==> config.mk <==
export PLATFORM = sky130hd
export DESIGN_NAME = mvu_dma_sched
export DESIGN_NICKNAME = d
export VERILOG_FILES = /design/src/rtl/mvu_dma_sched_pkg.sv /design/src/rtl/mvu_dma_desc_fifo.sv /design/src/rtl/mvu_dma_sched.sv
export SDC_FILE = /design/constraint.sdc
export NUM_CORES = 1
export LEC_CHECK = 0
export BUFFER_PORTS_ARGS = -buffer_cell sky130_fd_sc_hd__buf_4
export CAP_MARGIN = 20
export CORE_ASPECT_RATIO = 0.7
export CORE_UTILIZATION = 57
export CTS_BUF_LIST = sky130_fd_sc_hd__clkbuf_16
export CTS_CLUSTER_SIZE = 8
export DETAILED_ROUTE_END_ITERATION = 10
export PLACE_DENSITY = 0.89
export SYNTH_ARGS = -nofsm -noshare
export SYNTH_HDL_FRONTEND = slang
export SYNTH_HIERARCHICAL = 1
export SYNTH_SLANG_ARGS = --single-unit
==> constraint.sdc <==
create_clock -name clk -period 4.6 [get_ports clk]
set_input_delay 0.23 -clock clk [delete_from_list [all_inputs] [get_ports clk]]
set_output_delay 0.23 -clock clk [all_outputs]
set_load 0.02 [all_outputs]
==> src/rtl/mvu_dma_sched_pkg.sv <==
// Shared definitions for the MVU DMA descriptor scheduler: FSM encoding,
// descriptor layout {role, size, dst, src} and the watchdog limit.
package mvu_dma_sched_pkg;

  typedef enum logic [2:0] {
    S_IDLE      = 3'd0,
    S_LOAD      = 3'd1,
    S_START     = 3'd2,
    S_WAIT_BUSY = 3'd3,
    S_WAIT_DONE = 3'd4
  } sched_state_e;

  localparam int DEF_AW = 32;
  localparam int DEF_SW = 16;
  localparam int ROLE_W = 1;

  localparam logic [15:0] WD_LIMIT = 16'hFFFF;

  // Packed descriptor is {role, size, dst, src}, src in the low bits.
  function automatic int desc_width(input int aw, input int sw);
    return 2 * aw + sw + ROLE_W;
  endfunction

endpackage

==> src/rtl/mvu_dma_desc_fifo.sv <==
// Descriptor FIFO: register-array storage, head visible combinationally,
// flush empties it and discards any push in the same cycle.
module mvu_dma_desc_fifo #(
  parameter int DEPTH = 4,
  parameter int W     = 81
) (
  input  logic                     clk,
  input  logic                     rst_n,
  input  logic                     push,
  input  logic                     pop,
  input  logic                     flush,
  input  logic [W-1:0]             wdata,
  output logic [W-1:0]             rdata,
  output logic [$clog2(DEPTH):0]   count,
  output logic                     full,
  output logic                     empty
);
  localparam int PW = $clog2(DEPTH);

  logic [W-1:0]  mem_reg [DEPTH];
  logic [PW-1:0] wr_ptr_reg, rd_ptr_reg;
  logic [PW:0]   count_reg;
  logic          do_push, do_pop;

  assign full    = (count_reg == (PW+1)'(DEPTH));
  assign empty   = (count_reg == '0);
  assign do_push = push && !full && !flush;
  assign do_pop  = pop && !empty && !flush;
  assign rdata   = mem_reg[rd_ptr_reg];
  assign count   = count_reg;

  genvar gi;
  generate
    for (gi = 0; gi < DEPTH; gi++) begin : g_entry
      always_ff @(posedge clk) begin
        if (do_push && (wr_ptr_reg == PW'(gi)))
          mem_reg[gi] <= wdata;
      end
    end
  endgenerate

  always_ff @(posedge clk or negedge rst_n) begin
    if (!rst_n) begin
      wr_ptr_reg <= '0;
      rd_ptr_reg <= '0;
      count_reg  <= '0;
    end else if (flush) begin
      wr_ptr_reg <= '0;
      rd_ptr_reg <= '0;
      count_reg  <= '0;
    end else begin
      if (do_push) wr_ptr_reg <= wr_ptr_reg + PW'(1);
      if (do_pop)  rd_ptr_reg <= rd_ptr_reg + PW'(1);
      case ({do_push, do_pop})
        2'b10:   count_reg <= count_reg + (PW+1)'(1);
        2'b01:   count_reg <= count_reg - (PW+1)'(1);
        default: count_reg <= count_reg;
      endcase
    end
  end

endmodule

==> src/rtl/mvu_dma_sched.sv <==
// Descriptor-queue scheduler feeding the MVU DMA core, one transfer at a time.
// Optional watchdog and sched_timeout port: define MVU_DMA_SCHED_TIMEOUT_EN.
module mvu_dma_sched
  import mvu_dma_sched_pkg::*;
#(
  parameter int DEPTH = 4,
  parameter int AW    = DEF_AW,
  parameter int SW    = DEF_SW
) (
  input  logic                     clk,
  input  logic                     rst_n,
  input  logic                     desc_valid,
  output logic                     desc_ready,
  input  logic [AW-1:0]            desc_src,
  input  logic [AW-1:0]            desc_dst,
  input  logic [SW-1:0]            desc_size,
  input  logic                     desc_role,
  input  logic                     sched_en,
  input  logic                     flush,
  output logic [AW-1:0]            dma_source_addr_o,
  output logic [AW-1:0]            dma_dest_addr_o,
  output logic [SW-1:0]            dma_transfer_size_o,
  output logic                     dma_transfer_role_o,
  output logic                     dma_transfer_start_o,
  input  logic [31:0]              dma_status_i,
  output logic [$clog2(DEPTH):0]   queue_count,
  output logic                     sched_busy,
  output logic [15:0]              done_cnt,
  output logic                     sched_irq
`ifdef MVU_DMA_SCHED_TIMEOUT_EN
  , output logic                   sched_timeout
`endif
);
  localparam int DW = desc_width(AW, SW);
  localparam int CW = $clog2(DEPTH) + 1;

  sched_state_e  state_reg, state_next;
  logic [DW-1:0] head;
  logic [CW-1:0] fifo_count;
  logic          fifo_full, fifo_empty;
  logic          push_acc, pop_req, zero_drop, launch, busy_bit, done_now, q_empty_next;
  logic [AW-1:0] src_reg, dst_reg;
  logic [SW-1:0] size_reg;
  logic          role_reg;
  logic [15:0]   done_cnt_reg;
  logic          status_unused;

  assign status_unused = ^dma_status_i[31:1];
  assign busy_bit      = dma_status_i[0];

  assign desc_ready = (fifo_count != CW'(DEPTH));
  assign push_acc   = desc_valid && desc_ready && !flush;
  assign pop_req    = (state_reg == S_IDLE) && sched_en && !fifo_empty && !flush;
  assign zero_drop  = pop_req && (head[2*AW +: SW] == '0);
  assign launch     = pop_req && !zero_drop;
  assign done_now   = (state_reg == S_WAIT_DONE) && !busy_bit;

  // Queue occupancy after this edge is zero: nothing left to schedule.
  assign q_empty_next = flush || (!push_acc && (fifo_count == {{(CW-1){1'b0}}, pop_req}));

  mvu_dma_desc_fifo #(.DEPTH(DEPTH), .W(DW)) u_fifo (
    .clk   (clk),
    .rst_n (rst_n),
    .push  (push_acc),
    .pop   (pop_req),
    .flush (flush),
    .wdata ({desc_role, desc_size, desc_dst, desc_src}),
    .rdata (head),
    .count (fifo_count),
    .full  (fifo_full),
    .empty (fifo_empty)
  );

`ifdef MVU_DMA_SCHED_TIMEOUT_EN
  logic [15:0] wd_reg;
  logic        wd_hit;
  logic        in_wait;

  assign in_wait       = (state_reg == S_WAIT_BUSY) || (state_reg == S_WAIT_DONE);
  assign wd_hit        = in_wait && (wd_reg == WD_LIMIT) && !done_now;
  assign sched_timeout = wd_hit;

  always_ff @(posedge clk or negedge rst_n) begin
    if (!rst_n)                     wd_reg <= '0;
    else if (state_next == S_START) wd_reg <= '0;
    else if (in_wait)               wd_reg <= wd_reg + 16'd1;
  end
`else
  logic wd_hit;
  assign wd_hit = 1'b0;
`endif

  always_ff @(posedge clk or negedge rst_n) begin
    if (!rst_n) state_reg <= S_IDLE;
    else        state_reg <= state_next;
  end

  always_comb begin
    state_next = state_reg;
    case (state_reg)
      S_IDLE:      if (launch) state_next = S_LOAD;
      S_LOAD:      state_next = S_START;
      S_START:     state_next = S_WAIT_BUSY;
      S_WAIT_BUSY: if (busy_bit) state_next = S_WAIT_DONE;
      S_WAIT_DONE: if (!busy_bit) state_next = S_IDLE;
      default:     state_next = S_IDLE;
    endcase
    if (wd_hit) state_next = S_IDLE;
  end

  always_comb begin
    dma_transfer_start_o = (state_reg == S_START);
    sched_busy           = (state_reg != S_IDLE);
    sched_irq            = (done_now || zero_drop) && q_empty_next;
  end

  // Config registers only change on a launch, so the core sees them stable.
  always_ff @(posedge clk or negedge rst_n) begin
    if (!rst_n) begin
      src_reg      <= '0;
      dst_reg      <= '0;
      size_reg     <= '0;
      role_reg     <= 1'b0;
      done_cnt_reg <= '0;
    end else begin
      if (launch) begin
        src_reg  <= head[0 +: AW];
        dst_reg  <= head[AW +: AW];
        size_reg <= head[2*AW +: SW];
        role_reg <= head[DW-1];
      end
      if (done_now || zero_drop) done_cnt_reg <= done_cnt_reg + 16'd1;
    end
  end

  assign dma_source_addr_o   = src_reg;
  assign dma_dest_addr_o     = dst_reg;
  assign dma_transfer_size_o = size_reg;
  assign dma_transfer_role_o = role_reg;
  assign queue_count         = fifo_count;
  assign done_cnt            = done_cnt_reg;

endmodule

==> impl_results.md <==
- Detailed-route vias per instance: 5.768
- Status: completed
- Avg Cell Area, Syn: 22.00 sq um
- Fin Hold WS: between 0.2 and 0.25 ns
- Post-Route WL: 36.67 mm
- Kind of critical path: reg -> out
- DR WL/cell: approximately 25 um
- XOR/XNOR Fraction of Synth Area: 0.01055
- Sequential-to-total area share from yosys stat: 0.7470
- Final Wtd Congestion: 0.7977
- Static leakage: 0.008216 uW
- DRC viols: 0
- Max FFs per register: 324
- Die ar.: 29840 sq um
- Chip width: 206.0 um
- Overflow after GRT: 0
- Crit Path Max Fanout: 18
- Max Clk Rate: around 0.26 GHz
- Synth Area in Simple Gates: 0.02689
- CTS H-tree depth: 2
- CP startpoint kind: register
- Cell Area, Synth: 16610 sq um
- Synth Instances: 755
- Worst slew margin: 0.4545
- CTS tree: done
- Net count after synthesis: 879
- Core area: 28200 sq um
- Clock Latency Late Sink: 0.57 ns
- Yosys reg bits: 431
- Setup violators final: 0
- Hold Fails Final Rpt: 0
- Main combinational cell family by area after synthesis: multiplexers
- CTS sink cnt: roughly 430
- First-pass GRT wire length: 54.94 mm
- Tot GR Track Use: 0.2516
- Tmin final: roughly 3.8 ns
- Port bufs: 190
- Vias in the first global route: around 9200
- CTS Buf Count: 59
- Fill count: 1540
- Compound-cell area share of the yosys netlist: 0.009642
- Post-CTS sizing: 0
- Longest Clk Path Bufs: 3
- Boundary Pins: between 200 and 250
- Clock Skew: between 0.02 and 0.03 ns
- Yosys cell types: 48
- Data required time of the worst path: roughly 4.4 ns
- Largest net degree at the start of global routing: 57
- Area share of fa/ha/maj cells after synthesis: 0.004972
- Cell area power density: 497.7 nW/um^2
- Max cap viols: 0
- P&R area growth vs syn: 25.97%
- RSZ-0062 raised after global routing: no
- Setup_tns: 0 ns
- Initial antenna violation count: 0
- Synth Warn #: 6
- Worst IR Drop VDD: 0.3764 mV
- Crit. End Element: output pin
- Max-slew violation count: 0
- Die Y: ~140 um
- Starting DRT DRC Count: 640
- Clock-pin slew on the worst setup and hold paths: ~0.05 ns
- HP Class: in -> async
- Layout cells sized above 1: 0.4029
- Antenna cells: 0
- Crit share post-route: 0.8351
- Drt first pass iters: 4
- DP HPWL: about 19 mm
- Routed via count: 8583
- Worst-Margin Slew: approximately 0.8 ns
- FP Rows: 51
- Arr. time, crit path: around 3.6 ns
- Postcts setup bufs: 0
- Post-route antenna net violation count: 0
- Post-synthesis mux area share: 0.1832
- Initial core utilization: 0.5889
- Final nets: between 1000 and 1500
- Clock root buffer: clkbuf_16
==> what timing repair did <==
item                                   4_1_cts  5_1_grt
hold buffers                                84        0
endpoints found under the hold margin      377        0
setup endpoints to repair                    0        0
==> critical path, stage by stage, from the launching register on <==
cell     delay (ns)
dfrtp_4        0.65
mux4_2         0.60
nor4_1         0.53
nand4_1        0.45
o21a_1         0.50
nor2_1         0.16
buf_4          0.15
==> stage by stage <==
stage	utilization	instance area (sq um)	cells	setup WS (ns)	total power, uW
after global placement	0.6534	18430	1299	1.162	6447
after CTS	0.7419	20920	1488	0.6992	10420
after detailed placement	0.6534	18430	1299	1.129	6519
final	0.7419	20920	1488	0.7587	10410
after floorplan	-	16610	755	0.6705	5732
after global routing	0.7419	20920	1488	0.5793	10760
==> routing by layer <==
| layer | track usage | share of wire | vias to the layer above |
|---|---|---|---|
| met1 | 0.3433 | 0.41 | 4470 |
| met2 | 0.4075 | 0.49 | 376 |
| met3 | 0.05867 | 0.075 | 67 |
| met5 | 0 | 0 | - |
| li1 | - | - | 3670 |
| met4 | 0.07856 | 0.024 | 0 |
==> layout by cell type, fill, tap and decap left out, types with 6 or more instances in the layout <==
cell type | synthesis | layout
edfxtp_1 | 324 | 324
buf_4 | 3 | 200
dfrtp_1 | 107 | 105
dlygate4sd3_1 | 0 | 84
mux4_2 | 81 | 81
mux2_4 | 79 | 79
clkbuf_16 | 0 | 59
inv_1 | 4 | 49
nand2_1 | 15 | 15
nor2_1 | 11 | 11
xnor2_1 | 10 | 10
xor2_1 | 10 | 10
and3_1 | 6 | 6
==> cell families after synthesis <==
kind of cell / Yosys count
fa+ha+maj: 6
simple gates: 75
xor+xnor: 20
buf+inv: 38
flops: 431
compound gates: 22
mux: 163
==> where the power goes <==
part | switching (uW) | internal, uW
Sequential | 280 | 4550
Clock | 1580 | 2280
Combinational | 822 | 905
==> cell type report <==
| cell class | count | area [sq um] | share of cell area |
|---|---|---|---|
| sequential | 431 | 12410 | 0.5933 |
| inverter | 6 | 22.52 | 0.001076 |
| clock inverter | 46 | 177.7 | 0.008491 |
| timing repair buffer | 289 | 2442 | 0.1167 |
| tap | 371 | 464.2 | 0.02219 |
| multi-input combinational | 286 | 3926 | 0.1876 |
| clock buffer | 59 | 1476 | 0.07056 |
==> Yosys cell counts, drive strengths merged <==
| cell | n | share of area |
|---|---|---|
| nor3 | 10 | 0.0045 |
| fa | 1 | 0.0012 |
| o22ai | 1 | 0.00038 |
| a2111oi | 2 | 0.0018 |
| o21ai | 8 | 0.0033 |
| nor4 | 4 | 0.0015 |
| buf | 31 | 0.016 |
| or2 | 1 | 0.00053 |
| xnor2 | 10 | 0.0053 |
| nand2 | 16 | 0.0041 |
| o21a | 3 | 0.0014 |
| edfxtp | 324 | 0.59 |
| ha | 5 | 0.0038 |
| or3 | 2 | 0.0011 |
| xor2 | 10 | 0.0053 |
| and4 | 1 | 0.00053 |
| and3b | 1 | 0.00053 |
| and3 | 6 | 0.0023 |
| nand2b | 1 | 0.00038 |
| dfrtp | 107 | 0.16 |
| and2 | 5 | 0.0019 |
| nand3 | 5 | 0.0015 |
| clkbuf | 1 | 0.00023 |
| mux2i | 1 | 0.00060 |
| a21oi | 5 | 0.0015 |
| a31oi | 1 | 0.00038 |
| or4b | 1 | 0.00083 |
| inv | 6 | 0.0014 |
| nand3b | 2 | 0.00090 |
| a211oi | 1 | 0.00045 |
| nor2 | 12 | 0.0029 |
| nand4 | 5 | 0.0019 |
| a21o | 1 | 0.00045 |
| mux2 | 81 | 0.073 |
| nor3b | 3 | 0.0017 |
| mux4 | 81 | 0.11 |
==> final timing paths <==
path / from / slack, ns / to / depth (start not counted)
worst max-delay path: u_fifo/rd_ptr_reg[0] / 0.76 / sched_irq / 6
max in group asynchronous: rst_n / 3.40 / dma_dest_addr_o[24] / 3
worst min-delay path: rst_n / 0.24 / done_cnt[11] / 2
min in group clk: desc_valid / 0.41 / u_fifo/wr_ptr_reg[0] / 5
worst min register to register: done_cnt[15] / 0.47 / done_cnt[15] / 1
worst max register to register: u_fifo/rd_ptr_reg[0] / 1.04 / dma_dest_addr_o[11] / 6
Note: power is estimated with default switching activity, not from simulation.
